[config.mk]
export PLATFORM = sky130hd
export DESIGN_NAME = bram_arb
export DESIGN_NICKNAME = d
export VERILOG_FILES = /design/src/rtl/bram_arb.sv
export SDC_FILE = /design/constraint.sdc
export NUM_CORES = 1
export LEC_CHECK = 0
export ABC_AREA = 0
export BUFFER_PORTS_ARGS = -buffer_cell sky130_fd_sc_hd__buf_2
export CORE_MARGIN = 2
export CORE_UTILIZATION = 36
export DETAILED_ROUTE_END_ITERATION = 8
export PLACE_DENSITY = 0.8
export RECOVER_POWER = 100
export SYNTH_ARGS = -nofsm -noshare
export SYNTH_HDL_FRONTEND = slang
export SYNTH_SLANG_ARGS = --single-unit
[constraint.sdc]
create_clock -name clk -period 2.03 [get_ports clk]
set_input_delay 0.203 -clock clk [delete_from_list [all_inputs] [get_ports clk]]
set_output_delay 0.203 -clock clk [all_outputs]
set_load 0.03 [all_outputs]
[src/rtl/bram_arb.sv]
// bram_arb: shares one single-port sample BRAM between the ring-buffer writer
// and the filter-engine reader. One requester is granted at a time. Bursts are
// bounded to MAX_BURST while the other side waits, ties alternate round-robin,
// and read data comes back with a fixed RD_LAT cycle latency.
//
// Ports:
//   clk        system clock, all logic on the rising edge
//   rst        asynchronous active-low reset
//   wr_req     writer request, held while words remain
//   wr_addr    write address
//   wr_data    write data
//   wr_gnt     write transfer occurs this cycle
//   rd_req     reader request
//   rd_addr    read address
//   rd_gnt     read transfer issued this cycle
//   rd_data    read data (straight from bram_dout)
//   rd_vld     rd_data valid for the read issued RD_LAT cycles earlier
//   bram_we    BRAM write enable
//   bram_addr  BRAM address
//   bram_din   BRAM write data
//   bram_dout  BRAM read data
module bram_arb #(
   parameter int ADDR_SIZE = 5,
   parameter int DATA_SIZE = 12,
   parameter int MAX_BURST = 4,
   parameter int RD_LAT    = 1
) (
   input  logic                 clk,
   input  logic                 rst,
   input  logic                 wr_req,
   input  logic [ADDR_SIZE-1:0] wr_addr,
   input  logic [DATA_SIZE-1:0] wr_data,
   output logic                 wr_gnt,
   input  logic                 rd_req,
   input  logic [ADDR_SIZE-1:0] rd_addr,
   output logic                 rd_gnt,
   output logic [DATA_SIZE-1:0] rd_data,
   output logic                 rd_vld,
   output logic                 bram_we,
   output logic [ADDR_SIZE-1:0] bram_addr,
   output logic [DATA_SIZE-1:0] bram_din,
   input  logic [DATA_SIZE-1:0] bram_dout
);

   localparam int CNT_W = $clog2(MAX_BURST + 1);
   localparam logic [CNT_W-1:0] CNT_MAX = CNT_W'(MAX_BURST);

   typedef enum logic [1:0] {
      S_IDLE = 2'd0,
      S_WR   = 2'd1,
      S_RD   = 2'd2
   } state_t;

   state_t            state_reg, state_next;
   logic [CNT_W-1:0]  cnt_reg, cnt_next;
   logic [CNT_W-1:0]  cnt_inc;
   // 1 when the reader was the last side served; reset to 1 so the writer wins
   // the first tie.
   logic              last_rd_reg, last_rd_next;
   logic [RD_LAT-1:0] vld_sr_reg, vld_sr_next;

   // State register
   always_ff @(posedge clk or negedge rst) begin
      if (!rst) begin
         state_reg   <= S_IDLE;
         cnt_reg     <= '0;
         last_rd_reg <= 1'b1;
      end else begin
         state_reg   <= state_next;
         cnt_reg     <= cnt_next;
         last_rd_reg <= last_rd_next;
      end
   end

   // Next-state logic
   always_comb begin
      state_next   = state_reg;
      cnt_next     = cnt_reg;
      last_rd_next = last_rd_reg;
      cnt_inc      = cnt_reg + CNT_W'(1);
      case (state_reg)
         S_IDLE: begin
            cnt_next = '0;
            if (wr_req && rd_req) begin
               state_next = last_rd_reg ? S_WR : S_RD;
            end else if (wr_req) begin
               state_next = S_WR;
            end else if (rd_req) begin
               state_next = S_RD;
            end
         end
         S_WR: begin
            if (wr_req) begin
               if (cnt_inc == CNT_MAX) begin
                  // Burst limit reached: hand over only if the reader waits,
                  // otherwise restart the count and keep writing.
                  cnt_next = '0;
                  if (rd_req) begin
                     state_next   = S_RD;
                     last_rd_next = 1'b0;
                  end
               end else begin
                  cnt_next = cnt_inc;
               end
            end else begin
               // Writer dropped: this cycle was the bubble.
               cnt_next     = '0;
               last_rd_next = 1'b0;
               state_next   = rd_req ? S_RD : S_IDLE;
            end
         end
         S_RD: begin
            if (rd_req) begin
               if (cnt_inc == CNT_MAX) begin
                  cnt_next = '0;
                  if (wr_req) begin
                     state_next   = S_WR;
                     last_rd_next = 1'b1;
                  end
               end else begin
                  cnt_next = cnt_inc;
               end
            end else begin
               cnt_next     = '0;
               last_rd_next = 1'b1;
               state_next   = wr_req ? S_WR : S_IDLE;
            end
         end
         default: begin
            state_next = S_IDLE;
            cnt_next   = '0;
         end
      endcase
   end

   // Output logic: grants and BRAM pin mux from the registered state
   always_comb begin
      wr_gnt    = 1'b0;
      rd_gnt    = 1'b0;
      bram_we   = 1'b0;
      bram_addr = '0;
      bram_din  = '0;
      case (state_reg)
         S_WR: begin
            wr_gnt    = wr_req;
            bram_we   = wr_req;
            bram_addr = wr_addr;
            bram_din  = wr_data;
         end
         S_RD: begin
            rd_gnt    = rd_req;
            bram_addr = rd_addr;
         end
         default: ;
      endcase
   end

   // Read-valid pipeline: keeps tracking reads issued before leaving RD.
   assign vld_sr_next[0] = rd_gnt;
   for (genvar gi = 1; gi < RD_LAT; gi++) begin : g_vld
      assign vld_sr_next[gi] = vld_sr_reg[gi-1];
   end

   always_ff @(posedge clk or negedge rst) begin
      if (!rst) begin
         vld_sr_reg <= '0;
      end else begin
         vld_sr_reg <= vld_sr_next;
      end
   end

   assign rd_vld  = vld_sr_reg[RD_LAT-1];
   assign rd_data = bram_dout;

endmodule
# Word-level counts from Yosys, hierarchy flattened
# Cells that the tools add are included.
[op_classes]
n_eq_ne = 7
reduce_logical = 5
n_mux = 27
n_addsub = 1
[ops]
columns = ["cell", "n"]
rows = [
  ["two-way mux 2 bit", 10],
  ["two-way mux 12 bit", 1],
  ["inequality test 3 bit, second input constant", 4],
  ["one-hot mux 5 bit (2 select lines)", 1],
  ["two-way mux 1 bit", 9],
  ["two-way mux 3 bit", 3],
  ["one-hot mux 2 bit (3 select lines)", 1],
  ["one-hot mux 3 bit (2 select lines)", 1],
  ["AND reduction 5 bit", 1],
  ["adder 3 x 1 -> 3 bit, second input constant", 1],
  ["equality test 3 bit, second input constant", 1],
  ["AND reduction 3 bit", 1],
  ["equality test 2 x 1 -> 1 bit, second input constant", 1],
  ["equality test 2 bit, second input constant", 1],
  ["logical NOT 2 bit", 1],
  ["one-hot mux 1 bit (2 select lines)", 1],
  ["nonzero test 2 bit", 1],
  ["logical AND 1 bit", 1],
]
[word_totals]
word_cells = 44
ff_bits = 7
input_bits = 38
output_inout_bits = 33

# Longest topological paths before layout
[logic_depth]
ltp_word = 5
depth_mapped = 7
ltp_nobuf = 6

# Worst setup path before layout
# No wires, ideal clock.
[synth_path]
path_kind = "register to register"
start = "reg state_reg[0]"
end = "reg cnt_reg[0]"
arrival_time_ns = 1.508
stages_incl_launch_ff = 8
t_required_ns = 1.936
setup_slack_ns = 0.428
period_less_slack_ns = 1.602
setup_time_ns = 0.094
path_buffers = 1
cell_sequence = "dfrtp_1 -> inv_1 -> ha_1 -> buf_2 -> and2_1 -> or2_1 -> nand2_1 -> a211oi_1"
[synth_via]
elab_chain_cells = 2
word_cells_on_any_way = 3
classes_between = "eq/ne: 2; mux: 1"
[synth_rtl]
columns = ["element", "line", "source"]
rows = [
  ["from (decl)", "54", "state_t state_reg, state_next;"],
  ["from (signal assigned)", "69", "state_reg <= state_next;"],
  ["equality test 2 bit or equality test 2 x 1 -> 1 bit (tied branches)", "81", "case (state_reg)"],
  ["one-hot mux 3 bit (2 select lines) (*)", "81", ""],
  ["net cnt_next[0]", "55", "logic [CNT_W-1:0] cnt_reg, cnt_next;"],
  ["to (signal assigned)", "70", "cnt_reg <= cnt_next;"],
  ["to (decl)", "55", ""],
]
# The timed path passes the listed nets; every way through them passes the cells marked *.
# A chain may end at the register's enable or synchronous reset.

# Worst setup path in the final report
[layout_path]
start = "reg state_reg[0]"
end = "out bram_addr[4]"
[layout_via]
elab_chain_cells = 2
word_cells_on_any_way = 3
classes_between = "eq/ne: 2; mux: 1"
[layout_rtl]
columns = ["element", "line", "source"]
rows = [
  ["equality test 2 bit or equality test 2 x 1 -> 1 bit (tied branches)", "143", "case (state_reg)"],
  ["one-hot mux 5 bit (2 select lines) (*)", "143", ""],
  ["to (decl)", "40", "output logic [ADDR_SIZE-1:0] bram_addr,"],
]
# Every way passes the cells marked *; elsewhere a longest branch is shown, timed or not.

==> out/metrics.yaml <==
synth:
  yosysWarnings: 0
  synth_edf_count: 0
  synth.avg_cell_area_sq_um: 8.582
  yosysSeqAreaShare: 0.2419
  async_flop_share: 1.000
  synth_adder_area_share: 0.1029
  synth_area_leaders: "dfrtp_1 (21%), buf_4 (13%), and2_1 (12%), ha_1 (10%), a22oi_1 (6.2%)"
  synth-simple-area-share: 0.2933
  synth_xor_area_frac: 0.01201
  yosys-top-cells-count: "and2_1 (14), buf_4 (13), a21oi_1 (7)"
  yosysTopAreaCell: "dfrtp_1"
  muxShareOfSynthArea: 0
  ys.flop_type: "dfrtp_1"
  synthDistinctLibCells: 31
  yosysTopAreaCellShare: 0.2058
  synth_compound_area_frac: 0.1715
  synth_fp_nets: 129
  synth_top_family_by_area: "simple AND/OR/NAND/NOR gates"
  yosysMostFrequentCell: "and2_1"
  ys_ff_latch: 7
  netlist_area_sq_um: 729.5
  synthCells: 85
power:
  finalPower_uw: 1212
  peakVddDrop_v: 0.0007661
  p_per_area_nw_per_um2: 1357
  p_leak_uw: 0.0004438
floorplan:
  start_util: 0.3756
  die_w_um: 49.02
  rows: 16
  io_pins: 71
  coreArea_sq_um: 1942
  die_area_sq_um: 2402
  die_h_um: 49.02
finish:
  design_area_sq_um: 893.4
  nFillCells: 203
  instances_no_fill: 146
  largest_register_ffs: 3
  multi_input_area_sq_um: 425.4
  utilization: 0.4601
  area_growth_pct: 22.47
  drive_gt1_frac: 0.3529
  seqCellArea_sq_um: 176.4
  insertedDiodeCount: 0
  fin_nets: 164
placed_design:
  hpwl_mm: 1.534
  portBuffers: 46
  place_congestion: 0.7897
  dp_cells: 141
  placed_area_sq_um: 870.8
setup_path:
  arrival_ns: 1.68
  r2r_slack_ns: 0.31
  slowest_delay_ns: 0.43
  slowest_stage: "dfrtp_1"
  end_kind: "output port"
  crit_required_ns: 1.83
  critPathMaxFanout: 10
  path_delay_family: "flip-flops"
  path_buf_inv: 2
  startpoint_type: "flop"
  crit_type: "reg2out"
  cp_cell_sequence: "inv_1 > ha_1 > a22oi_1 > nor2b_1 > clkbuf_2"
drt:
  wl_met2_um: 975
  firstDrtPassIters: 4
  drt_iter0_drc: 9
  drc: 0
  dr_wl_met3_um: 153
  via_per_inst: 4.979
  via_count: 727
  drtAntennaViolNets: 0
  totalWireLength_mm: 1.899
  wl_met1_um: 741
  top_layer: "met4"
  wire_per_inst_um: 13.01
sta:
  period_needed_ns: 1.882
  timing.fmax_mhz: 531.4
  setup_tns_ns: 0
  rsz0062_at_grt: "no"
  finalCritPeriodShare: 0.9270
  hold_viol: 0
  fin_worst_skew_ns: 0.002574
  drv_slew: 0
  relSlewSlack: 0.7334
  setup_viol: 0
  tightest_slew_ns: 0.4000
run_status:
  status: "completed"
clocking:
  max-clock-path-buffers: 2
  h-tree-depth: 1
  cts_root_buf: "clkbuf_4"
  post-cts-setup-buffer-count: 0
  clk_latency_ns: 0.25
  clk_pin_slew_ns: 0.05
  cts_tree: "yes"
  cts-buffers-inserted: 3
  clock_sinks: 7
global_routing:
  grt_max_degree: 24
  grt_pass1_wl_mm: 3.118
  grt_overflow_total: 0
  antenna_found_initial: 0
  track_usage: 0.1727
  grt_pass1_vias: 725
worst_hold_path:
  hp-class: "in2reg"
flow_run:
  drv_cap: 0
-- path summary, 6_finish.rpt --
check / from / endpoint / cells past startpoint
worst max-delay path: state_reg[0] / bram_addr[4] / 5
worst min-delay path: wr_req / last_rd_reg / 3
worst max register to register: state_reg[1] / cnt_reg[0] / 6
worst min register to register: cnt_reg[0] / cnt_reg[0] / 1
max in group asynchronous: rst / last_rd_reg / 2
min in group asynchronous: rst / rd_vld / 2
-- worst min-delay path, delay by kind of cell --
| family | cells | cell delay [ns] |
|---|---|---|
| buffers and inverters | 1 | 0.14 |
| AND/OR/NAND/NOR | 1 | 0.07 |
| AO/OA/AOI/OAI | 1 | 0.15 |
-- cells by family (layout without fill, tap and decap cells) --
logic type	Yosys count	count (layout)
adder cells (fa/ha/maj)	6	6
flip-flops	7	7
XOR/XNOR	1	1
AND/OR/NAND/NOR	33	33
buffers and inverters	19	53
AO/OA/AOI/OAI	19	19
-- layer usage --
metal	vias up	global-route usage
li1	345	-
met1	327	0.1755
met4	0	0.09048
met5	-	0
met3	4	0.04294
met2	51	0.3219
-- placed cells by master (no fill, tap or decap), drive strengths merged, types with 2 or more instances in the layout --
master and count:
clkbuf 26, buf 24, and2 14, a21oi 7, a22oi 6, dfrtp 6
nor2b 6, ha 6, inv 2, nor3b 2, nor2 2, nand2b 2
-- through the flow --
step | setup slack, ns | hold slack, ns
5_1_grt | 0.02450 | 0.3417
3_5_place_dp | 0.2132 | 0.04714
4_1_cts | 0.01557 | 0.3164
2_1_floorplan | 0.4283 | -0.09259
3_3_place_gp | 0.3151 | 0.04552
6_report | 0.1483 | 0.3196
-- final cells by class --
| class | count | area share |
|---|---|---|
| multi-input combinational | 59 | 0.4762 |
| timing repair buffer | 47 | 0.2507 |
| sequential | 7 | 0.1975 |
| tap | 27 | 0.03782 |
| clock buffer | 4 | 0.02941 |
| inverter | 2 | 0.008403 |
-- where the power goes --
part | internal [uW] | total (uW) | switching, uW
clock network | 75.4 | 132 | 56.5
logic | 309 | 857 | 548
registers | 184 | 223 | 39.1
total | 568 | 1210 | 644
-- what timing repair did --
action / in CTS / in global routing
hold buffers: 1 / 0
endpoints found under the hold margin: 7 / 0
resized for setup: 0 / 1
setup endpoints to repair: 0 / 19
Power figures use the tool's default switching activity.
